`src/rtl/lcd_write_engine.sv`:
```
// HD44780-style 8-bit write engine: accepts one byte per valid/ready handshake and
// drives the setup / EN pulse / hold waveform, then waits out the controller execution time.
module lcd_write_engine #(
  parameter int T_PWRUP = 750000,
  parameter int T_SETUP = 2,
  parameter int T_EN    = 25,
  parameter int T_HOLD  = 2,
  parameter int T_SHORT = 2000,
  parameter int T_LONG  = 82000
) (
  input  logic        i_clk,
  input  logic        i_rst,
  input  logic        i_vld,
  input  logic        i_rs,
  input  logic [7:0]  i_data,
  output logic        o_rdy,
  output logic        o_done,
  output logic        o_lcd_on,
  output logic        o_lcd_en,
  output logic        o_lcd_rs,
  output logic        o_lcd_rw,
  output logic [7:0]  o_lcd_data,
  output logic [31:0] o_lcd_word
);

  localparam int M0    = (T_PWRUP > T_LONG)  ? T_PWRUP : T_LONG;
  localparam int M1    = (T_SHORT > T_EN)    ? T_SHORT : T_EN;
  localparam int M2    = (T_SETUP > T_HOLD)  ? T_SETUP : T_HOLD;
  localparam int M3    = (M0 > M1)           ? M0      : M1;
  localparam int T_MAX = (M3 > M2)           ? M3      : M2;
  localparam int CW    = $clog2(T_MAX) + 1;

  localparam logic [CW-1:0] CNT_ONE  = CW'(1);
  localparam logic [CW-1:0] LD_PWRUP = CW'(T_PWRUP);
  localparam logic [CW-1:0] LD_SETUP = CW'(T_SETUP);
  localparam logic [CW-1:0] LD_EN    = CW'(T_EN);
  localparam logic [CW-1:0] LD_HOLD  = CW'(T_HOLD);
  localparam logic [CW-1:0] LD_SHORT = CW'(T_SHORT);
  localparam logic [CW-1:0] LD_LONG  = CW'(T_LONG);

  typedef enum logic [2:0] {
    S_PWRUP = 3'd0,
    S_IDLE  = 3'd1,
    S_SETUP = 3'd2,
    S_PULSE = 3'd3,
    S_HOLD  = 3'd4,
    S_WAIT  = 3'd5
  } state_t;

  state_t        state_q, state_d;
  logic [CW-1:0] cnt_q, cnt_d;
  logic          rs_q, rs_d;
  logic [7:0]    data_q, data_d;
  logic          rdy_q, rdy_d;
  logic          done_q, done_d;
  logic          en_q, en_d;
  logic          on_q;
  logic          expired_s;
  logic          is_long_s;

  // Counter is loaded with the state's duration and the state ends when it reads one.
  assign expired_s = (cnt_q == CNT_ONE);
  // Clear-display (0x01) and return-home (0x02/0x03) need the long execution time.
  assign is_long_s = !rs_q && (data_q[7:2] == 6'b000000) && (data_q != 8'h00);

  always_comb begin
    state_d = state_q;
    cnt_d   = cnt_q - CNT_ONE;
    rs_d    = rs_q;
    data_d  = data_q;
    done_d  = 1'b0;
    case (state_q)
      S_PWRUP: begin
        if (expired_s) state_d = S_IDLE;
      end
      S_IDLE: begin
        cnt_d = cnt_q;
        if (i_vld && rdy_q) begin
          state_d = S_SETUP;
          cnt_d   = LD_SETUP;
          rs_d    = i_rs;
          data_d  = i_data;
        end
      end
      S_SETUP: begin
        if (expired_s) begin
          state_d = S_PULSE;
          cnt_d   = LD_EN;
        end
      end
      S_PULSE: begin
        if (expired_s) begin
          state_d = S_HOLD;
          cnt_d   = LD_HOLD;
        end
      end
      S_HOLD: begin
        if (expired_s) begin
          state_d = S_WAIT;
          cnt_d   = is_long_s ? LD_LONG : LD_SHORT;
        end
      end
      S_WAIT: begin
        if (expired_s) begin
          state_d = S_IDLE;
          done_d  = 1'b1;
        end
      end
      default: begin
        state_d = S_PWRUP;
        cnt_d   = LD_PWRUP;
      end
    endcase
    rdy_d = (state_d == S_IDLE);
    en_d  = (state_d == S_PULSE);
  end

  always_ff @(posedge i_clk or posedge i_rst) begin
    if (i_rst) begin
      state_q <= S_PWRUP;
      cnt_q   <= LD_PWRUP;
      rs_q    <= 1'b0;
      data_q  <= 8'h00;
      rdy_q   <= 1'b0;
      done_q  <= 1'b0;
      en_q    <= 1'b0;
      on_q    <= 1'b0;
    end else begin
      state_q <= state_d;
      cnt_q   <= cnt_d;
      rs_q    <= rs_d;
      data_q  <= data_d;
      rdy_q   <= rdy_d;
      done_q  <= done_d;
      en_q    <= en_d;
      on_q    <= 1'b1;
    end
  end

  assign o_rdy      = rdy_q;
  assign o_done     = done_q;
  assign o_lcd_on   = on_q;
  assign o_lcd_en   = en_q;
  assign o_lcd_rs   = rs_q;
  assign o_lcd_rw   = 1'b0;
  assign o_lcd_data = data_q;
  assign o_lcd_word = {on_q, 20'h00000, en_q, rs_q, 1'b0, data_q};

endmodule

```
`config.mk`:
```
export PLATFORM = sky130hd
export DESIGN_NAME = lcd_write_engine
export DESIGN_NICKNAME = d
export VERILOG_FILES = /design/src/rtl/lcd_write_engine.sv
export SDC_FILE = /design/constraint.sdc
export NUM_CORES = 1
export LEC_CHECK = 0
export ABC_AREA = 1
export CORE_MARGIN = 10
export CORE_UTILIZATION = 46
export CTS_CLUSTER_SIZE = 14
export DETAILED_ROUTE_END_ITERATION = 8
export PLACE_DENSITY_LB_ADDON = 0.1
export SLEW_MARGIN = 20
export SYNTH_ARGS = -nofsm -noshare
export SYNTH_HDL_FRONTEND = slang
export SYNTH_SLANG_ARGS = --single-unit
```
`constraint.sdc`:
```
create_clock -name i_clk -period 1.5 [get_ports i_clk]
set_input_delay 0.15 -clock i_clk [delete_from_list [all_inputs] [get_ports i_clk]]
set_output_delay 0.15 -clock i_clk [all_outputs]
set_load 0.01 [all_outputs]
```
==> impl.org <==
** Run status
- Result of the run :: finished with violations
- The checks that failed: negative setup slack.

** GRT
- The via count of the first global-routing pass was 2291.
- The first global-routing pass estimated 11.1 mm of wire.
- Summed over all layers, the global routing overflow is 0.
- Maximum number of pins on one net before global-route repair :: 38
- Antenna violations before repair :: 0
- For this run, the total global-route usage over all layers was measured as 0.155.

** Worst setup path
- The worst setup path is captured at a register.
- Crit path max fanout :: 5
- Category of the most critical setup path :: reg -> reg
- The number of cells on the worst reg-to-reg path is 9.
- Following the worst setup path forward leads to its endpoint at cnt_q[14]$_DFFE_PP1P_.
- Worst path arrival time :: 1.80 ns
- Critical path startpoint category :: register
- The worst register-to-register path ends at cnt_q[14]$_DFFE_PP1P_.
- Required @ worst endpoint :: 1.74 ns
- In this run the register-to-register setup slack is -0.06 ns.
- In this run the critical register-to-register path is launched from cnt_q[3]$_DFFE_PP0P_.
- The most critical setup path has its startpoint at cnt_q[3]$_DFFE_PP0P_.

** Placement
- Minimum setup slack after placement :: -0.163 ns
- The count of buffers added on input and output ports is 35.
- The HPWL after detailed placement is 5.30 mm.
- Placed Area :: 3150 µm²
- At the end of routability-driven placement, the weighted congestion stood at 0.862.

** Routing
- For this block, the initial DRC count from the detailed router was 218.
- The detail route stage leaves a number of antenna-violating nets equal to 0.
- Across all layers, the routed design uses 2401 vias.
- Vias per Instance :: 4.79
- In the routed design, unresolved DRC markers number 0.
- The pre-antenna-repair detailed-routing pass consisted of 4 iterations.
- After detailed routing, the average wire length per cell comes to 14.1 µm.
- The routed design has 7.05 mm of wire.

** Logic synthesis
- Dividing the synthesized area by the synthesized cell count gives 7.36 µm².
- Of the synthesized area, sequential elements account for 0.360.
- Synthesis handed over a netlist of 354 instances.
- Number of distinct library cell variants in the gate-level netlist after synthesis :: 31
- Total standard cell area after synthesis :: 2600 µm²
- Yosys printed 0 warnings.
- After synthesis the netlist holds a flip-flop and latch count of 37.

** Floorplan
- Initial cell density of the core :: 0.473
- Area of the die :: 9070 µm²
- During I/O placement, the number of pins put on the boundary was 58.
- In this run the horizontal extent of the chip is 95.2 µm.
- Standard-cell row count :: 27
- After floorplanning, the core was sized to cover 5510 µm².
- Measured along the y axis, the die boundary spans 95.2 µm.

** Layout
- Leaving out fill and tap cells, the most frequent cell in the layout is sky130_fd_sc_hd__nand2_1.
- The repair_antennas step left the layout with diodes totalling 0.
- Highest-count cells in the layout ignoring fill and taps :: sky130_fd_sc_hd__nand2_1, sky130_fd_sc_hd__buf_4, sky130_fd_sc_hd__nor2_1
- Synthesis-to-finish area growth :: 34.0%
- Number of nets in the layout :: 442
- The finished cells cover 3490 µm².
- Layout cell share with drive strength beyond 1 :: 0.298

** Pwr
- Dividing total power by cell area gives a power density of 519 nW/µm².
- The worst-case IR drop observed on VDD is 0.426 mV.
- The completed layout was analyzed and its total power is 1.81 mW.
- In this run the static leakage power is 1.67 nW.

** Timing
- Subtracting the final worst setup slack from the clock period gives 1.56 ns.
- Slew Viols, Final :: 0
- Adding up every negative setup slack in the final design gives -0.617 ns.
- Highest clock rate :: 641 MHz
- Final period util :: 1.04
- Setup violations remaining at the end of the flow were counted as 18.
- Unrepaired setup endpoints after global routing :: true
- Setup skew after layout :: 0.00722 ns
- Setup slack on the critical path of the routed design comes to -0.0607 ns.
- The final number of hold-violating endpoints was 0.

** Min path
- Min-Delay Path Class :: in -> async

** Clock network
- Buffer levels on the longest clock path :: 2
- In this run, CTS created clock tree buffers numbering 5.
- The clock net in this run drives a total of 37 sinks.
- For this design, the CTS-stage hold fixing added 0 buffers.
- The clock tree synthesis step divided the H-tree into 2 levels.
- Clock-pin slew was measured on the worst setup and hold paths at 0.08 ns.
- CTS tree :: built
- CTS Root Cell :: sky130_fd_sc_hd__clkbuf_8
- Clock insertion delay at the later pin of the skew report :: 0.30 ns

** Job
- Max-cap violations in this run came to 0.
## per-layer routing
layer | GRT usage | part of all wire
met5 | 0 | 0
met4 | 0.0486 | 0.014
met3 | 0.0251 | 0.069
met2 | 0.266 | 0.50
met1 | 0.192 | 0.42
## repair_timing
action	4_1_cts	5_1_grt
pin swaps	20	26
gates cloned	1	0
setup buffers	10	2
resized for setup	26	27
endpoints found under the setup margin	24	28
## worst min-delay path by stage
| stage | to | startpoint | slack, ns | cells after the start |
|---|---|---|---|---|
| global placement | cnt_q[1]$_DFFE_PP0P_ | cnt_q[1]$_DFFE_PP0P_ | 0.47 | 2 |
| global route | o_lcd_data[7]$_DFFE_PP0P_ | i_rst | 0.21 | 3 |
| floorplan | o_lcd_data[4]$_DFFE_PP0P_ | i_data[4] | 0.30 | 1 |
| CTS | o_lcd_data[7]$_DFFE_PP0P_ | i_rst | 0.20 | 3 |
| finish | o_lcd_data[6]$_DFFE_PP0P_ | i_rst | 0.20 | 3 |
| detailed placement | cnt_q[1]$_DFFE_PP0P_ | cnt_q[1]$_DFFE_PP0P_ | 0.47 | 2 |
## cell families after synthesis
group	Yosys count	synth area share
AO/OA/AOI/OAI	19	0.0437
XOR/XNOR	9	0.0303
adder cells (fa/ha/maj)	2	0.00961
buffers and inverters	79	0.167
flip-flops	37	0.360
multiplexers	6	0.0259
other	2	0.00288
AND/OR/NAND/NOR	200	0.360
## power by group
group	leakage [nW]	internal, mW	switching, mW
clock	0.0481	0.330	0.392
combinational	1.20	0.0350	0.0538
sequential	0.424	0.999	0.000583
total	1.67	1.36	0.447
## cell usage after synthesis
library cell | instances | area share
sky130_fd_sc_hd__nand3_4 | 1 | 0.0067
sky130_fd_sc_hd__o22ai_1 | 1 | 0.0024
sky130_fd_sc_hd__nand3_2 | 1 | 0.0038
sky130_fd_sc_hd__inv_1 | 42 | 0.061
sky130_fd_sc_hd__dfstp_2 | 10 | 0.10
sky130_fd_sc_hd__ha_1 | 2 | 0.0096
sky130_fd_sc_hd__buf_6 | 1 | 0.0043
sky130_fd_sc_hd__buf_4 | 35 | 0.10
sky130_fd_sc_hd__o21bai_1 | 2 | 0.0058
sky130_fd_sc_hd__nor2_1 | 46 | 0.066
sky130_fd_sc_hd__inv_2 | 1 | 0.0014
sky130_fd_sc_hd__nor2_2 | 7 | 0.017
sky130_fd_sc_hd__dfrtp_1 | 27 | 0.26
sky130_fd_sc_hd__conb_1 | 2 | 0.0029
sky130_fd_sc_hd__and2_1 | 2 | 0.0048
sky130_fd_sc_hd__nor2_4 | 5 | 0.022
sky130_fd_sc_hd__mux2_2 | 6 | 0.026
sky130_fd_sc_hd__nand4_1 | 11 | 0.026
sky130_fd_sc_hd__xor2_1 | 4 | 0.013
sky130_fd_sc_hd__nand3_1 | 28 | 0.054
sky130_fd_sc_hd__a31oi_1 | 1 | 0.0024
sky130_fd_sc_hd__nor2_8 | 1 | 0.0077
sky130_fd_sc_hd__nand2_2 | 7 | 0.017
sky130_fd_sc_hd__nand3b_1 | 2 | 0.0058
sky130_fd_sc_hd__nand2_1 | 87 | 0.13
sky130_fd_sc_hd__nor3_1 | 2 | 0.0038
sky130_fd_sc_hd__xnor2_1 | 5 | 0.017
sky130_fd_sc_hd__a21oi_1 | 7 | 0.013
sky130_fd_sc_hd__o21ai_0 | 6 | 0.012
sky130_fd_sc_hd__o21ai_1 | 1 | 0.0019
sky130_fd_sc_hd__o21ai_4 | 1 | 0.0062
## sequential cells by signal (all words and copies together), names as in the netlist
signal,count
o_lcd_rs,1
o_lcd_data,8
o_lcd_on,1
o_rdy,1
state_q,3
cnt_q,21
o_lcd_en,1
o_done,1
## critical path, cell delays in order (launching register included)
cell                      delay [ns]
sky130_fd_sc_hd__dfrtp_1        0.45
sky130_fd_sc_hd__nor2_4         0.20
sky130_fd_sc_hd__nand2_1        0.09
sky130_fd_sc_hd__nor2_2         0.12
sky130_fd_sc_hd__nand4_1        0.17
sky130_fd_sc_hd__nand2_2        0.19
sky130_fd_sc_hd__buf_6          0.12
sky130_fd_sc_hd__nor2_1         0.03
sky130_fd_sc_hd__nor2_1         0.09
sky130_fd_sc_hd__nor2_1         0.05
## area by class of cell
class / instances / area (µm²)
tap: 72 / 90.1
inverter: 43 / 161
multi-input combinational: 260 / 1480
clock buffer: 5 / 68.8
sequential: 37 / 938
fill: 482 / 2020
clock inverter: 3 / 22.5
timing repair buffer: 81 / 732
## through the flow
stage	std cells	hold WS, ns	util
finish	501	0.203	0.633
global route	501	0.207	0.633
CTS	500	0.204	0.615
detailed placement	482	0.468	0.571
global placement	482	0.467	0.571
floorplan	375	0.300	-
(Power assumes the default switching activity.)
==> RTL change, RTL diff (same flow settings) <==
Make the reset (`i_rst`) synchronous in one clocked block.
--- a/src/rtl/lcd_write_engine.sv
+++ b/src/rtl/lcd_write_engine.sv
@@ -115,7 +115,7 @@
     en_d  = (state_d == S_PULSE);
   end
 
-  always_ff @(posedge i_clk or posedge i_rst) begin
+  always_ff @(posedge i_clk) begin
     if (i_rst) begin
       state_q <= S_PWRUP;
       cnt_q   <= LD_PWRUP;
Formal check against the unedited RTL: differs if i_rst is asserted again (counterexample within 4 cycles, from zero or initial values and one cycle with i_rst high); with i_rst held inactive, the same outputs for 10 cycles.
==> RTL change against the unedited design <==
The flow still finishes with violations (negative setup slack). Routed wire length is 13% lower. Worst setup slack worse by 0.044 ns. Synthesized area is 8.6% lower. Clock skew grew 0.0028 ns. Design area fell by 9.8%. Non-clock buffer count decreased by 10. Sequential cell count stayed put. Critical endpoint is now cnt_q[12]$_SDFFE_PP1P_. Largest cell class unchanged. Highest routed layer unchanged.
Power is not compared: it rests on default switching activity, and its combinational part moved more than twofold at a synthesized area within 25%.
==> RTL change: results <==
metrics = {
    "synth": {
        "ys_types": 34,
        "async_reset_ff_frac": 0,
        "synth_ff_type": "dfxtp_1",
        "synth.top_cells.by_count": "nand2_1, nor2_1, dfxtp_1",
        "synthTopCellsByArea": "dfxtp_1, buf_4, nand2_1, nor2_1, inv_1",
        "synthAdderAreaFrac": 0.0105,
        "syn_area_per_cell_um2": 6.85,
        "synth_compound_area_frac": 0.100,
    },
    "sta": {
        "setup_viol": 22,
        "skew_ns": 0.0101,
        "setup_ws_ns": -0.105,
    },
    "worst_setup_path": {
        "endpoint": "cnt_q[12]$_SDFFE_PP1P_",
        "max_stage_delay_ns": 0.32,
        "r2r.worst_path.cells": 11,
        "worst_ep_arrival_time_ns": 1.78,
        "crit_path_top_delay_cell": "dfxtp_2",
    },
    "grt": {
        "grt_pass1_wl_mm": 9.98,
        "grt_usage": 0.140,
    },
    "route": {
        "wl_per_cell_um": 12.9,
        "initialDrtViolationCount": 89,
        "routed_via_density": 4.70,
        "dr.pass1.iters": 5,
    },
    "hold_path": {
        "min_path_type": "input port to flop",
    },
    "placement": {
        "place_congestion": 0.873,
        "placed_area_um2": 2880,
        "dpl.cell_count": 468,
        "dp_hpwl_mm": 4.68,
    },
    "status": {
        "outcome": "finished, violations left",
        "violations": "negative setup slack",
    },
    "cells_and_area": {
        "post_route_cells_drive_above_1_share": 0.254,
        "nNetsFinal": 422,
    },
    "power": {
        "power_mw": 2.47,
    },
}
[RTL change: cell count changes after synthesis, sizes merged, moves of 6 or more]
cell / unedited run / this run
nand3: 30 / 18
a21oi: 7 / 13
nor2: 59 / 65
mux2: 6 / 0
o21ai: 8 / 27
nand2: 94 / 67
xor2: 4 / 11
dfxtp: 0 / 37
dfrtp: 27 / 0
dfstp: 10 / 0
[RTL change: per-stage QoR]
stage	setup WS (ns)	hold WS, ns	TNS [ns]
after detailed placement	-0.0980	0.504	-1.28
after floorplan	0.0286	0.229	0
after CTS	-0.0723	0.435	-0.920
after global routing	-0.206	0.472	-4.35
after global placement	-0.0596	0.500	-0.622
final	-0.105	0.439	-1.70
[RTL change: timing repair]
action,in CTS,in global routing
endpoints found under the setup margin,23,36
cloned,0,1
resized for setup,15,25
pin swaps,3,5
endpoints found under the hold margin,0,0
buffers inserted,0,2
[RTL change: per-layer routing]
metal	global-route usage	routed length (µm)	up-vias
li1	-	-	1149
met1	0.163	2640	1030
met2	0.239	3030	63
met3	0.0391	404	9
met4	0.0527	82	0
met5	0	0	-
[RTL change: area by class of cell]
| cell class | count | area [µm²] |
|---|---|---|
| well taps | 70 | 87.6 |
| inverters | 44 | 168 |
| clock inverters | 1 | 30.0 |
| clock buffers | 7 | 86.3 |
| fillers | 478 | 1930 |
| flip-flops and latches | 37 | 743 |
| multi-input cells | 249 | 1390 |
| repair buffers | 71 | 641 |
[RTL change: kinds of logic after synthesis]
group / after synthesis
DFF: 37
xor gates and xnor gates: 14
AOI/OAI and AO/OA: 42
other: 1
and+or+nand+nor: 168
adders and majority gates: 2
buffers and inverters: 83
[RTL change: worst min-delay path, cell delays in order]
cell	delay [ns]
clkdlybuf4s50_1	0.39
nor2_1	0.10
nor2_1	0.05
